<file path="config.mk">
export PLATFORM = sky130hd
export DESIGN_NAME = vreg_load_sequencer
export DESIGN_NICKNAME = d
export VERILOG_FILES = /design/src/rtl/vreg_load_sequencer.sv
export SDC_FILE = /design/constraint.sdc
export NUM_CORES = 1
export LEC_CHECK = 0
export ABC_AREA = 1
export CAP_MARGIN = 0
export CORE_AREA = 2 2 424 426
export CTS_CLUSTER_DIAMETER = 50
export DETAILED_ROUTE_END_ITERATION = 12
export DIE_AREA = 0 0 426 428
export PLACE_DENSITY_LB_ADDON = 0.25
export SYNTH_ARGS = -nofsm -noshare
export SYNTH_HDL_FRONTEND = slang
export SYNTH_SLANG_ARGS = --single-unit
</file>
<file path="constraint.sdc">
create_clock -name clk -period 2.1 [get_ports clk]
set_input_delay 0.315 -clock clk [delete_from_list [all_inputs] [get_ports clk]]
set_output_delay 0.315 -clock clk [all_outputs]
set_load 0.005 [all_outputs]
</file>
<file path="src/rtl/vreg_load_sequencer.sv">
// ---------------------------------------------------------------------------
// vreg_load_sequencer
//
// Gathers WORDS consecutive WORD_SIZE-bit DMA stream beats into one vector
// line and writes that line into the vector register file. A command gives
// the first destination register and the number of vectors to load. Lines
// go to consecutive registers, and addresses wrap modulo NO_OF_ELEM. The
// register file has one write port, shared with the vector ALU writeback.
// The ALU always wins that port, and the sequencer waits in WRITE until the
// port is free.
//
// Ports
//   clk        rising-edge clock
//   RESET      asynchronous, active-low reset
//   cmd_valid  load command valid
//   cmd_ready  command accepted on cmd_valid && cmd_ready (IDLE only)
//   cmd_base   first destination register
//   cmd_count  number of vectors to load (0 completes immediately)
//   s_data     DMA stream beat
//   s_valid    beat valid
//   s_ready    beat accepted on s_valid && s_ready (FILL only)
//   alu_we     ALU writeback request (highest priority)
//   alu_addr   ALU destination register
//   alu_data   ALU writeback line
//   rf_we      register file write enable
//   rf_addr    register file write address
//   rf_data    register file write data
//   busy       high whenever the sequencer is not IDLE
//   done       one-cycle pulse when a command completes
// ---------------------------------------------------------------------------
module vreg_load_sequencer #(
  parameter int WORD_SIZE  = 32,
  parameter int WORDS      = 16,
  parameter int NO_OF_ELEM = 16,
  localparam int AW = $clog2(NO_OF_ELEM),
  localparam int LW = WORDS * WORD_SIZE
) (
  input  logic                 clk,
  input  logic                 RESET,
  input  logic                 cmd_valid,
  output logic                 cmd_ready,
  input  logic [AW-1:0]        cmd_base,
  input  logic [AW:0]          cmd_count,
  input  logic [WORD_SIZE-1:0] s_data,
  input  logic                 s_valid,
  output logic                 s_ready,
  input  logic                 alu_we,
  input  logic [AW-1:0]        alu_addr,
  input  logic [LW-1:0]        alu_data,
  output logic                 rf_we,
  output logic [AW-1:0]        rf_addr,
  output logic [LW-1:0]        rf_data,
  output logic                 busy,
  output logic                 done
);

  localparam int WIDX = (WORDS > 1) ? $clog2(WORDS) : 1;

  typedef enum logic [1:0] {
    IDLE  = 2'd0,
    FILL  = 2'd1,
    WRITE = 2'd2,
    DONE  = 2'd3
  } state_t;

  state_t            state_reg, state_next;
  logic [AW-1:0]     cur_addr_reg, cur_addr_next;
  logic [AW:0]       remaining_reg, remaining_next;
  logic [WIDX-1:0]   word_idx_reg, word_idx_next;
  logic [WORD_SIZE-1:0] line_reg [WORDS];
  logic [LW-1:0]     line_flat;
  logic              beat_we;

  // Flatten the lane array into the write line; lane 0 is the LSB lane.
  generate
    for (genvar gi = 0; gi < WORDS; gi++) begin : g_lane
      assign line_flat[gi*WORD_SIZE +: WORD_SIZE] = line_reg[gi];
    end
  endgenerate

  // Control state registers.
  always_ff @(posedge clk or negedge RESET) begin
    if (!RESET) begin
      state_reg     <= IDLE;
      cur_addr_reg  <= '0;
      remaining_reg <= '0;
      word_idx_reg  <= '0;
    end else begin
      state_reg     <= state_next;
      cur_addr_reg  <= cur_addr_next;
      remaining_reg <= remaining_next;
      word_idx_reg  <= word_idx_next;
    end
  end

  // Line buffer. Clearing it on reset means a line interrupted by reset
  // leaves nothing behind.
  always_ff @(posedge clk or negedge RESET) begin
    if (!RESET) begin
      for (int i = 0; i < WORDS; i++) begin
        line_reg[i] <= '0;
      end
    end else if (beat_we) begin
      line_reg[word_idx_reg] <= s_data;
    end
  end

  // Next-state and handshake logic.
  always_comb begin
    state_next     = state_reg;
    cur_addr_next  = cur_addr_reg;
    remaining_next = remaining_reg;
    word_idx_next  = word_idx_reg;
    cmd_ready      = 1'b0;
    s_ready        = 1'b0;
    beat_we        = 1'b0;
    done           = 1'b0;
    busy           = (state_reg != IDLE);

    case (state_reg)
      IDLE: begin
        cmd_ready = 1'b1;
        if (cmd_valid) begin
          cur_addr_next  = cmd_base;
          remaining_next = cmd_count;
          word_idx_next  = '0;
          state_next     = (cmd_count == '0) ? DONE : FILL;
        end
      end

      FILL: begin
        s_ready = 1'b1;
        if (s_valid) begin
          beat_we = 1'b1;
          if (word_idx_reg == WIDX'(WORDS - 1)) begin
            word_idx_next = '0;
            state_next    = WRITE;
          end else begin
            word_idx_next = word_idx_reg + WIDX'(1);
          end
        end
      end

      WRITE: begin
        // The write is issued only in a cycle where the ALU leaves the port free.
        if (!alu_we) begin
          remaining_next = remaining_reg - (AW+1)'(1);
          cur_addr_next  = (cur_addr_reg == AW'(NO_OF_ELEM - 1)) ? '0
                                                                 : cur_addr_reg + AW'(1);
          state_next     = (remaining_reg == (AW+1)'(1)) ? DONE : FILL;
        end
      end

      DONE: begin
        done       = 1'b1;
        state_next = IDLE;
      end

      default: state_next = IDLE;
    endcase
  end

  // Write-port arbitration: the ALU first, then the sequencer while in WRITE.
  always_comb begin
    rf_we   = 1'b0;
    rf_addr = '0;
    rf_data = '0;
    if (alu_we) begin
      rf_we   = 1'b1;
      rf_addr = alu_addr;
      rf_data = alu_data;
    end else if (state_reg == WRITE) begin
      rf_we   = 1'b1;
      rf_addr = cur_addr_reg;
      rf_data = line_flat;
    end
  end

endmodule

</file>
==> impl_metrics.toml <==
[cts]
path_clk_slew_ns = 0.06
cts_made_buffers = 78
ctsHtreeMaxLevel = 3
root_buffer = "clkbuf_16"
clockBufferDepth = 3
cts_tree = "done"
worstSkewPairLatency_ns = 0.67
cts_sinks = 527

[timing]
maxSlewHeadroom_pct = 21.1
rsz0062_at_grt = "yes"
fmax_ghz = 0.336
finalCritPeriodShare_pct = 142
maxSlewViolCount = 0
setup_tns_ns = -313.95
hold_viol_final = 0
tightest_slew_ns = 1.18
setup_slack_ns = -0.873
setup_viol = 521
finalClockSkew_ns = 0.0323
fin_crit_ns = 2.97

[finish]
largest_reg_flops = 512
area_growth_syn_to_layout_pct = 66.0
fin_util_pct = 25.8
ff_latch_area_um2 = 13200
fin_area_um2 = 45900
multi_input_area_um2 = 11400
final_common_cell = "nand2_1"
final_cell_mix = "nand2_1, clkdlybuf4s50_1, inv_1"
nets = 5256
fillers = 19487
drive_above_1_share_pct = 12.4

[floorplan]
ioPinCount = 1083
initial_core_util_pct = 15.6
rows = 155
dieArea_um2 = 182000
die_x_um = 426
core_um2 = 178000
die_y_um = 428

[placement]
dpl-instance-area_um2 = 42800
port_buffers = 1082
place_ws_ns = -0.467
dp.final_hpwl_mm = 115
gp_congestion = 0.872

[worst_setup_path]
crit_top_cell = "buf_12"
cp.arrival_ns = 2.66
max_stage_delay_ns = 0.55
worstSetupStartpointType = "register"
crit_chain = "nor2_4 -> inv_8 -> buf_12 -> buf_12 -> o31ai_1 -> clkdlybuf4s50_1"
cp_max_fo = 26
worstSetupPathType = "reg -> out"
critPathCaptureType = "output pin"
cp.required_ns = 1.78
critPathSlowestCell = "clkdlybuf4s50_1"

[run_status]
outcome = "finished, violations left"
violations = "negative setup slack"

[pwr]
power.density_nw_per_um2 = 963
power.total_uw = 44200
leakage_uw = 0.0212
ir_drop_mv = 0.563

[grt]
overflow = 0
grtUsageTotal_pct = 16.2
antenna_found_initial = 17
grt_max_degree = 69
grt_pass1_vias = 28082
grt_first_pass_wirelength_mm = 211

[route]
top_layer = "met5"
drt-total-wl_mm = 153
wl_met2_mm = 75.2
drt_iter0_drc = 2326
drtPass1Iterations = 6
drc_errors = 0
wl_per_cell_um = 21.5
met1_length_mm = 64.9
vias_per_cell = 4.04
antenna_left = 0
wl_met3_mm = 9.00
vias = 28689

[job]
cap_violations = 0

[synth]
yosysWarnings = 0
yosysSeqAreaShare_pct = 47.7
syn_area_um2 = 27600
synth.distinct_cells = 19
syn_nets = 4160
ys_ff_latch = 527
synthCells = 3591
avgSynthCellArea_um2 = 7.70

[min_path]
hp-class = "in -> reg"
## final timing paths
path / from / endpoint / slack [ns] / depth (start not counted)
setup / recovery: state_reg[0] / rf_data[244] / -0.87 / 6
hold / removal: s_data[4] / line_flat[36] / 0.06 / 3
setup reg to reg: state_reg[1] / line_flat[187] / 0.19 / 9
hold reg to reg: remaining_reg[4] / remaining_reg[4] / 0.51 / 2
max in group asynchronous: RESET / line_flat[252] / 0.93 / 3
min in group asynchronous: RESET / line_flat[15] / 0.24 / 2
## critical path: cells and delay by family, from the launching register on
family / cells / cell delay, ns
AND/OR/NAND/NOR: 1 / 0.18
AO/OA/AOI/OAI: 1 / 0.23
flip-flops: 1 / 0.41
buffers and inverters: 4 / 1.06
## logic make-up after synthesis
family | after synthesis | synth area share, %
and+or+nand+nor | 1141 | 16.1
AOI/OAI and AO/OA | 1044 | 23.6
buffers and inverters | 872 | 12.3
DFF | 527 | 47.7
adders and majority gates | 7 | 0.317
## per-layer routing
metal  GRT usage, %  vias to the layer above
li1               -                    13841
met1           20.5                    13676
met2           28.0                     1015
met3           2.62                      153
met4           4.71                        4
met5              0                        -
## final cells by class
class / instances / area share, %
clock inverter: 43 / 1.14
clock buffer: 97 / 4.63
sequential: 527 / 28.7
multi-input combinational: 2192 / 25.0
timing repair buffer: 1351 / 29.7
tap: 2355 / 6.42
inverter: 537 / 4.41
antenna: 7 / 0.0382
## Yosys cell counts
| library cell | count | area [um^2] |
|---|---|---|
| o21ai_0 | 433 | 2170 |
| nand2_2 | 4 | 25.0 |
| nor2_1 | 20 | 75.1 |
| dfrtp_1 | 527 | 13200 |
| buf_2 | 100 | 500 |
| or2_2 | 1 | 6.26 |
| clkbuf_1 | 223 | 837 |
| inv_2 | 1 | 3.75 |
| nand4_1 | 4 | 25.0 |
| o21ai_1 | 94 | 470 |
| ha_1 | 7 | 87.6 |
| nand2_1 | 1079 | 4050 |
| a21oi_1 | 2 | 10.0 |
| o31ai_1 | 515 | 3870 |
| nor2_2 | 2 | 12.5 |
| inv_1 | 536 | 2010 |
| nand3_1 | 15 | 75.1 |
| nor2_4 | 16 | 180 |
| buf_1 | 12 | 45.0 |
## repair_timing
item	4_1_cts	5_1_grt
hold buffers	1	0
endpoints found under the setup margin	521	522
buffers inserted	2	0
hold endpoints to repair	23	0
resized for setup	202	234
## power breakdown
| part | internal [uW] | switching [uW] | total, uW |
|---|---|---|---|
| logic | 6080 | 9380 | 15500 |
| registers | 14300 | 1100 | 15400 |
| clock network | 8040 | 5310 | 13300 |
| total | 28400 | 15800 | 44200 |
## metrics by stage
step                      std cells  hold slack [ns]
after floorplan                3591           0.0194
after global placement         6959            0.344
after CTS                      7102           0.0116
after detailed placement       6959            0.351
final                          7109           0.0609
after global routing           7103           0.0451
Power figures use the tool's default switching activity.
